## src/rtl/mmio_pwm_led_pkg.sv

```systemverilog
// Shared register map, control bit positions and fade-step helpers for mmio_pwm_led.
// The fade feature itself is compiled in by MMIO_PWM_LED_FADE_EN (see mmio_pwm_led.sv).
package mmio_pwm_led_pkg;

    localparam logic [7:0] DUTY_BASE  = 8'h00;
    localparam logic [7:0] CTRL_OFF   = 8'h40;
    localparam logic [7:0] PRESC_OFF  = 8'h44;
    localparam logic [7:0] STATUS_OFF = 8'h48;
    localparam logic [7:0] FADE_OFF   = 8'h4C;

    localparam int EN_BIT    = 0;
    localparam int FADE_BITS = 8;

    typedef enum logic [1:0] {
        STEP_HOLD = 2'd0,
        STEP_UP   = 2'd1,
        STEP_DOWN = 2'd2
    } fade_step_e;

    function automatic logic [7:0] duty_off(input int ch);
        return DUTY_BASE + 8'(ch << 2);
    endfunction

    // Direction that moves the active duty one step toward its shadow without overshoot.
    function automatic fade_step_e fade_dir(input logic [31:0] active, input logic [31:0] target);
        if (active < target) begin
            return STEP_UP;
        end else if (active > target) begin
            return STEP_DOWN;
        end
        return STEP_HOLD;
    endfunction

endpackage

```

## src/rtl/mmio_pwm_led_pwm_channel.sv

```systemverilog
// One PWM channel: shadow/active duty pair, fade stepper, compare and registered,
// polarity-adjusted output pin.
module pwm_channel
    import mmio_pwm_led_pkg::*;
#(
    parameter int PWM_BITS   = 8,
    parameter int ACTIVE_LOW = 1
) (
    input  logic                clk,
    input  logic                reset,
    input  logic                en,
    input  logic                load,
    input  logic                step,
    input  logic                bypass,
    input  logic                wr,
    input  logic [PWM_BITS-1:0] wdata,
    input  logic [PWM_BITS-1:0] cnt,
    output logic [PWM_BITS-1:0] shadow,
    output logic                pwm_out
);

    localparam logic [PWM_BITS-1:0] FULL    = '1;
    localparam logic                OFF_LVL = (ACTIVE_LOW != 0);

    logic [PWM_BITS-1:0] active;
    logic                on;
    fade_step_e          dir;

    always_ff @(posedge clk or negedge reset) begin
        if (!reset) begin
            shadow <= '0;
        end else if (wr) begin
            shadow <= wdata;
        end
    end

    always_comb begin
        dir = fade_dir(32'(active), 32'(shadow));
    end

    // A write landing on the wrap edge goes straight into the period it starts.
    always_ff @(posedge clk or negedge reset) begin
        if (!reset) begin
            active <= '0;
        end else if (wr && bypass) begin
            active <= wdata;
        end else if (load) begin
            active <= shadow;
        end else if (step) begin
            case (dir)
                STEP_UP:   active <= active + 1'b1;
                STEP_DOWN: active <= active - 1'b1;
                default:   active <= active;
            endcase
        end
    end

    // All-ones duty means a true 100% rather than 255/256.
    assign on = (active == FULL) || (cnt < active);

    always_ff @(posedge clk or negedge reset) begin
        if (!reset) begin
            pwm_out <= OFF_LVL;
        end else begin
            pwm_out <= (en && on) ? !OFF_LVL : OFF_LVL;
        end
    end

endmodule

```

## src/rtl/mmio_pwm_led.sv

```systemverilog
// Memory-mapped multi-channel PWM for the board LED/RGB pins: bus decode, read mux,
// prescaler and shared PWM counter. Define MMIO_PWM_LED_FADE_EN to build the FADE register.
module mmio_pwm_led
    import mmio_pwm_led_pkg::*;
#(
    parameter int NUM_CH     = 4,
    parameter int PWM_BITS   = 8,
    parameter int PRESC_BITS = 16,
    parameter int ACTIVE_LOW = 1
) (
    input  logic              clk,
    input  logic              reset,
    input  logic              sel,
    input  logic              we,
    input  logic [7:0]        addr,
    input  logic [31:0]       wdata,
    output logic [31:0]       rdata,
    output logic              rvalid,
    output logic [NUM_CH-1:0] pwm_out,
    output logic              period_tick
);

    localparam logic [PWM_BITS-1:0] CNT_MAX = '1;

    logic [7:0]            off;
    logic                  wr;
    logic                  rd;
    logic                  ctrl_wr;
    logic                  presc_wr;
    logic [NUM_CH-1:0]     duty_wr;
    logic                  en;
    logic                  en_q;
    logic [PRESC_BITS-1:0] presc;
    logic [PRESC_BITS-1:0] presc_cnt;
    logic [PWM_BITS-1:0]   cnt;
    logic                  tick;
    logic                  wrap;
    logic                  load_wrap;
    logic                  load;
    logic                  step;
    logic [31:0]           fade_rd;
    logic [31:0]           rd_mux;
    logic [PWM_BITS-1:0]   shadow [NUM_CH];
    logic                  unused_bits;

    assign unused_bits = &{1'b0, addr[1:0], wdata};

    assign off      = {addr[7:2], 2'b00};
    assign wr       = sel && we;
    assign rd       = sel && !we;
    assign ctrl_wr  = wr && (off == CTRL_OFF);
    assign presc_wr = wr && (off == PRESC_OFF);

    for (genvar i = 0; i < NUM_CH; i++) begin : g_dec
        assign duty_wr[i] = wr && (off == duty_off(i));
    end

    always_ff @(posedge clk or negedge reset) begin
        if (!reset) begin
            en    <= 1'b0;
            en_q  <= 1'b0;
            presc <= '0;
        end else begin
            en_q <= en;
            if (ctrl_wr) begin
                en <= wdata[EN_BIT];
            end
            if (presc_wr) begin
                presc <= wdata[PRESC_BITS-1:0];
            end
        end
    end

    assign tick = en && (presc_cnt == presc);
    assign wrap = tick && (cnt == CNT_MAX);

    always_ff @(posedge clk or negedge reset) begin
        if (!reset) begin
            presc_cnt   <= '0;
            cnt         <= '0;
            period_tick <= 1'b0;
        end else begin
            if (!en || presc_wr || tick) begin
                presc_cnt <= '0;
            end else begin
                presc_cnt <= presc_cnt + 1'b1;
            end
            if (!en) begin
                cnt <= '0;
            end else if (tick) begin
                cnt <= cnt + 1'b1;
            end
            period_tick <= wrap;
        end
    end

`ifdef MMIO_PWM_LED_FADE_EN
    logic [FADE_BITS-1:0] fade;
    logic [FADE_BITS-1:0] fade_cnt;
    logic                 fade_wr;
    logic                 fade_hit;

    assign fade_wr  = wr && (off == FADE_OFF);
    assign fade_hit = ({1'b0, fade_cnt} + 1'b1) >= {1'b0, fade};

    always_ff @(posedge clk or negedge reset) begin
        if (!reset) begin
            fade     <= '0;
            fade_cnt <= '0;
        end else begin
            if (fade_wr) begin
                fade <= wdata[FADE_BITS-1:0];
            end
            if (!en) begin
                fade_cnt <= '0;
            end else if (wrap) begin
                fade_cnt <= ((fade == '0) || fade_hit) ? '0 : fade_cnt + 1'b1;
            end
        end
    end

    // FADE=0 degenerates to the plain load-at-wrap behaviour, bypass included.
    assign load_wrap = wrap && (fade == '0);
    assign step      = wrap && (fade != '0) && fade_hit;
    assign fade_rd   = 32'(fade);
`else
    assign load_wrap = wrap;
    assign step      = 1'b0;
    assign fade_rd   = '0;
`endif

    // While disabled (and on the first enabled cycle) active tracks shadow, so the
    // first compare after enabling already uses the programmed duty.
    assign load = !en_q || load_wrap;

    for (genvar i = 0; i < NUM_CH; i++) begin : g_ch
        pwm_channel #(
            .PWM_BITS  (PWM_BITS),
            .ACTIVE_LOW(ACTIVE_LOW)
        ) u_ch (
            .clk    (clk),
            .reset  (reset),
            .en     (en),
            .load   (load),
            .step   (step),
            .bypass (load_wrap),
            .wr     (duty_wr[i]),
            .wdata  (wdata[PWM_BITS-1:0]),
            .cnt    (cnt),
            .shadow (shadow[i]),
            .pwm_out(pwm_out[i])
        );
    end

    always_comb begin
        rd_mux = '0;
        case (off)
            CTRL_OFF:   rd_mux[EN_BIT] = en;
            PRESC_OFF:  rd_mux[PRESC_BITS-1:0] = presc;
            STATUS_OFF: rd_mux[PWM_BITS-1:0] = cnt;
            FADE_OFF:   rd_mux = fade_rd;
            default: begin
                for (int i = 0; i < NUM_CH; i++) begin
                    if (off == duty_off(i)) begin
                        rd_mux[PWM_BITS-1:0] = shadow[i];
                    end
                end
            end
        endcase
    end

    always_ff @(posedge clk or negedge reset) begin
        if (!reset) begin
            rdata  <= '0;
            rvalid <= 1'b0;
        end else begin
            rvalid <= rd;
            if (rd) begin
                rdata <= rd_mux;
            end
        end
    end

endmodule

```

## config.mk

```make
export PLATFORM = sky130hd
export DESIGN_NAME = mmio_pwm_led
export DESIGN_NICKNAME = d
export VERILOG_FILES = /design/src/rtl/mmio_pwm_led_pkg.sv /design/src/rtl/mmio_pwm_led_pwm_channel.sv /design/src/rtl/mmio_pwm_led.sv
export SDC_FILE = /design/constraint.sdc
export NUM_CORES = 1
export LEC_CHECK = 0
export CORE_UTILIZATION = 60
export CTS_BUF_LIST = sky130_fd_sc_hd__clkbuf_2 sky130_fd_sc_hd__clkbuf_4 sky130_fd_sc_hd__clkbuf_8
export CTS_CLUSTER_SIZE = 12
export DETAILED_ROUTE_END_ITERATION = 7
export DONT_BUFFER_PORTS = 1
export GPL_ROUTABILITY_DRIVEN = 0
export HOLD_SLACK_MARGIN = 0.03
export PLACE_DENSITY_LB_ADDON = 0.05
export SLEW_MARGIN = 15
export SYNTH_ARGS = -nofsm -noshare
export SYNTH_HDL_FRONTEND = slang
export SYNTH_SLANG_ARGS = --single-unit
```

## constraint.sdc

```tcl
create_clock -name clk -period 3.31 [get_ports clk]
set_clock_uncertainty 0.15 [all_clocks]
set_input_delay 0.662 -clock clk [delete_from_list [all_inputs] [get_ports clk]]
set_output_delay 0.662 -clock clk [all_outputs]
set_load 0.1 [all_outputs]
```

==> impl_metrics.py <==
metrics = {
    "run": {
        "drv_cap": 0,
    },
    "critical_path": {
        "cp-start-kind": "flip-flop",
        "critPathRequiredTime_ps": 3540,
        "ff2ff_setup_slack_ps": 580,
        "endpoint": "g_ch[0].u_ch.active[7]",
        "r2r.worst_path.cells": 7,
        "cp_max_fo": 8,
        "worstSetupPathType": "flip-flop to flip-flop",
        "cp-end-kind": "flip-flop",
        "r2r-end": "g_ch[0].u_ch.active[7]",
        "startpoint": "cnt[1]",
        "cp_data_arrival_time_ps": 2960,
        "reg2reg_from": "cnt[1]",
    },
    "logic_synthesis": {
        "syn_inst": 658,
        "synth_area_mm2": 0.006773,
        "synth_seq_cells": 128,
        "synth.distinct_cells": 48,
        "yosysSeqAreaShare": 0.4737,
        "syn_area_per_cell_um2": 10.29,
        "yosys_warnings": 0,
    },
    "sta": {
        "tightest_slew_ps": 943.8,
        "hold_violations": 128,
        "tns_ps": 0,
        "min_period_over_period": 0.8255,
        "layout_min_cycle_time_ps": 2733,
        "worst_slack_ps": 577.4,
        "fmax_ghz": 0.3660,
        "slew_headroom": 0.3708,
        "rsz0062_at_grt": "no",
        "setup_viol": 0,
        "finalMaxSlewViolations": 0,
        "whs_ps": -236.3,
    },
    "finish": {
        "stdcell_area_mm2": 0.007189,
        "antennaDiodeCount": 0,
        "utilization": 0.6574,
        "drive_gt1_frac": 0.1483,
        "syn_to_final_growth_pct": 6.152,
        "fin_nets": 724,
    },
    "power": {
        "switching_share": 0.2745,
        "seqPwrFrac": 0.494,
        "cellPowerDensity_mw_per_mm2": 504.0,
        "pwr-share-clk": 0.383,
        "p_comb_frac": 0.123,
        "internal_power_uw": 2629,
        "vdd_ir_drop_max_mv": 0.3294,
        "p_leak_uw": 0.003322,
        "p_switching_uw": 994.6,
    },
    "clocking": {
        "post_cts_resized": 0,
        "cts_tree": "done",
        "numCtsBuffers": 17,
        "path_clk_slew_ps": 80,
        "clk_latency_ps": 450,
        "cts_sinks": 128,
        "cts_root_buf": "clkbuf_8",
        "htree_levels": 4,
        "post-cts-setup-buffers": 0,
        "clock_path_buffers": 2,
    },
    "placed_design": {
        "pre_cts_slack_ps": 402.8,
        "dpl.hpwl_mm": 11.81,
        "place_area_mm2": 0.006788,
        "io_buffers": 0,
    },
    "detailed_routing": {
        "num_vias": 5027,
        "drt_iter0_drc": 506,
        "wl_per_cell_um": 21.21,
        "vias_per_cell": 6.276,
        "firstDrtPassIters": 5,
        "postRouteAntennaNets": 0,
        "wirelength_mm": 16.99,
        "drc": 0,
    },
    "outcome": {
        "status": "finished, violations left",
        "violations": "negative hold slack",
    },
    "min_path": {
        "hp-class": "primary input to async pin",
    },
    "global_route": {
        "grt_overflow": 0,
        "first_global_vias": 4857,
        "grt_max_degree": 129,
        "grt_pass1_wl_mm": 26.77,
        "gr-usage-all-layers": 0.3154,
        "antenna_found_initial": 0,
    },
    "floorplan": {
        "ios": 82,
        "row_count": 38,
        "dieArea_mm2": 0.01172,
        "coreArea_mm2": 0.01094,
        "start_util": 0.6193,
        "die_w_um": 108.2,
        "die_h_um": 108.2,
    },
}
## registers in the layout, summed over array words and instances (netlist names)
signal and count:
cnt 8, en 1, en_q 1, g_ch.u_ch.active 32, g_ch.u_ch.pwm_out 4, g_ch.u_ch.shadow 32, period_tick 1, presc 16
presc_cnt 16, rdata 16, rvalid 1
## worst min-delay path by stage
stage / slack, ps / end / depth (start not counted) / start
floorplan: 200 / en_q / 0 / en
global placement: 220 / g_ch[3].u_ch.active[2] / 0 / reset
detailed placement: 220 / cnt[4] / 0 / reset
CTS: -260 / g_ch[1].u_ch.active[5] / 0 / reset
global route: -270 / cnt[4] / 0 / reset
finish: -240 / g_ch[1].u_ch.active[4] / 0 / reset
## critical path: stages (launching register included)
cell     delay [ps]
dfrtp_1         630
ha_1            310
nand2_1          80
or3_1           520
inv_1           130
a21oi_2         160
a31oi_2         460
a221o_1         230
## routing by layer
metal / global-route usage / up-vias / wire length, um
met3: 0.08680 / 39 / 1280
li1: - / 2285 / -
met5: 0 / - / 0
met1: 0.4436 / 2507 / 7705
met4: 0.1292 / 0 / 449
met2: 0.4595 / 196 / 7552
## final cells by class
type / instances / area, um2
inverters: 33 / 123.9
well taps: 140 / 175.2
repair buffers: 12 / 90.09
fillers: 870 / 3746
clock inverters: 7 / 110.1
multi-input cells: 458 / 3191
flip-flops and latches: 128 / 3208
clock buffers: 23 / 291.5
## cell usage in the layout, fill, tap and decap left out, drive strengths merged, types with 7 or more instances in the layout
master	synthesis	final
nand2	89	89
a221o	28	28
a21oi	17	17
conb	1	16
xor2	24	24
nand3	13	13
xnor2	10	10
mux2	34	34
ha	30	30
nor2	30	30
inv	33	33
buf	30	12
nor4	7	7
a22o	11	11
mux2i	8	8
o21ai	33	33
clkbuf	24	23
nor3	41	41
dfrtp	124	124
nand4	10	10
## cells by family after synthesis
| kind of cell | share of synthesized area |
|---|---|
| and+or+nand+nor | 0.1613 |
| DFF | 0.4737 |
| AOI/OAI and AO/OA | 0.1265 |
| buffers and inverters | 0.06355 |
| muxes | 0.07501 |
| xor gates and xnor gates | 0.04397 |
| adders and majority gates | 0.05542 |
| other | 0.0005537 |
## power groups by stage
stage               registers [uW]  clock network (uW)  logic, uW
floorplan                     1750                   0        428
global placement              1810                   0        426
detailed placement            1820                   0        439
CTS                           1790                1400        443
global route                  1800                1470        481
finish                        1790                1390        446
## cell usage after synthesis, drive strengths merged
library cell | count | area share
a211o | 1 | 0.0013
a21oi | 17 | 0.015
nand3 | 13 | 0.0096
o41a | 3 | 0.0050
ha | 30 | 0.055
and4 | 1 | 0.0013
nor2b | 6 | 0.0055
and3 | 6 | 0.0055
a31oi | 1 | 0.0018
nor3 | 41 | 0.033
buf | 30 | 0.031
a221o | 28 | 0.041
and3b | 1 | 0.0013
mux2 | 34 | 0.057
a22o | 11 | 0.014
nor4 | 7 | 0.011
nor2 | 30 | 0.018
dfrtp | 124 | 0.46
conb | 1 | 0.00055
inv | 33 | 0.018
a221oi | 6 | 0.0078
or4 | 1 | 0.0011
and2 | 3 | 0.0028
nand4 | 10 | 0.011
a21o | 6 | 0.0067
a211oi | 3 | 0.0033
nor3b | 1 | 0.0011
o311a | 1 | 0.0015
mux2i | 8 | 0.012
clkbuf | 24 | 0.014
xor2 | 24 | 0.031
nand2b | 6 | 0.0055
o21a | 4 | 0.0044
or3 | 5 | 0.0046
xnor2 | 10 | 0.013
o21ai | 33 | 0.024
dfstp | 4 | 0.016
mux4 | 2 | 0.0067
nand2 | 89 | 0.049
## per-stage QoR
stage,power [uW],std cells
after floorplan,2181,673
after global placement,2240,771
after detailed placement,2255,771
after CTS,3634,801
after global routing,3755,801
final,3623,801
Note: power is estimated with default switching activity, not from simulation.
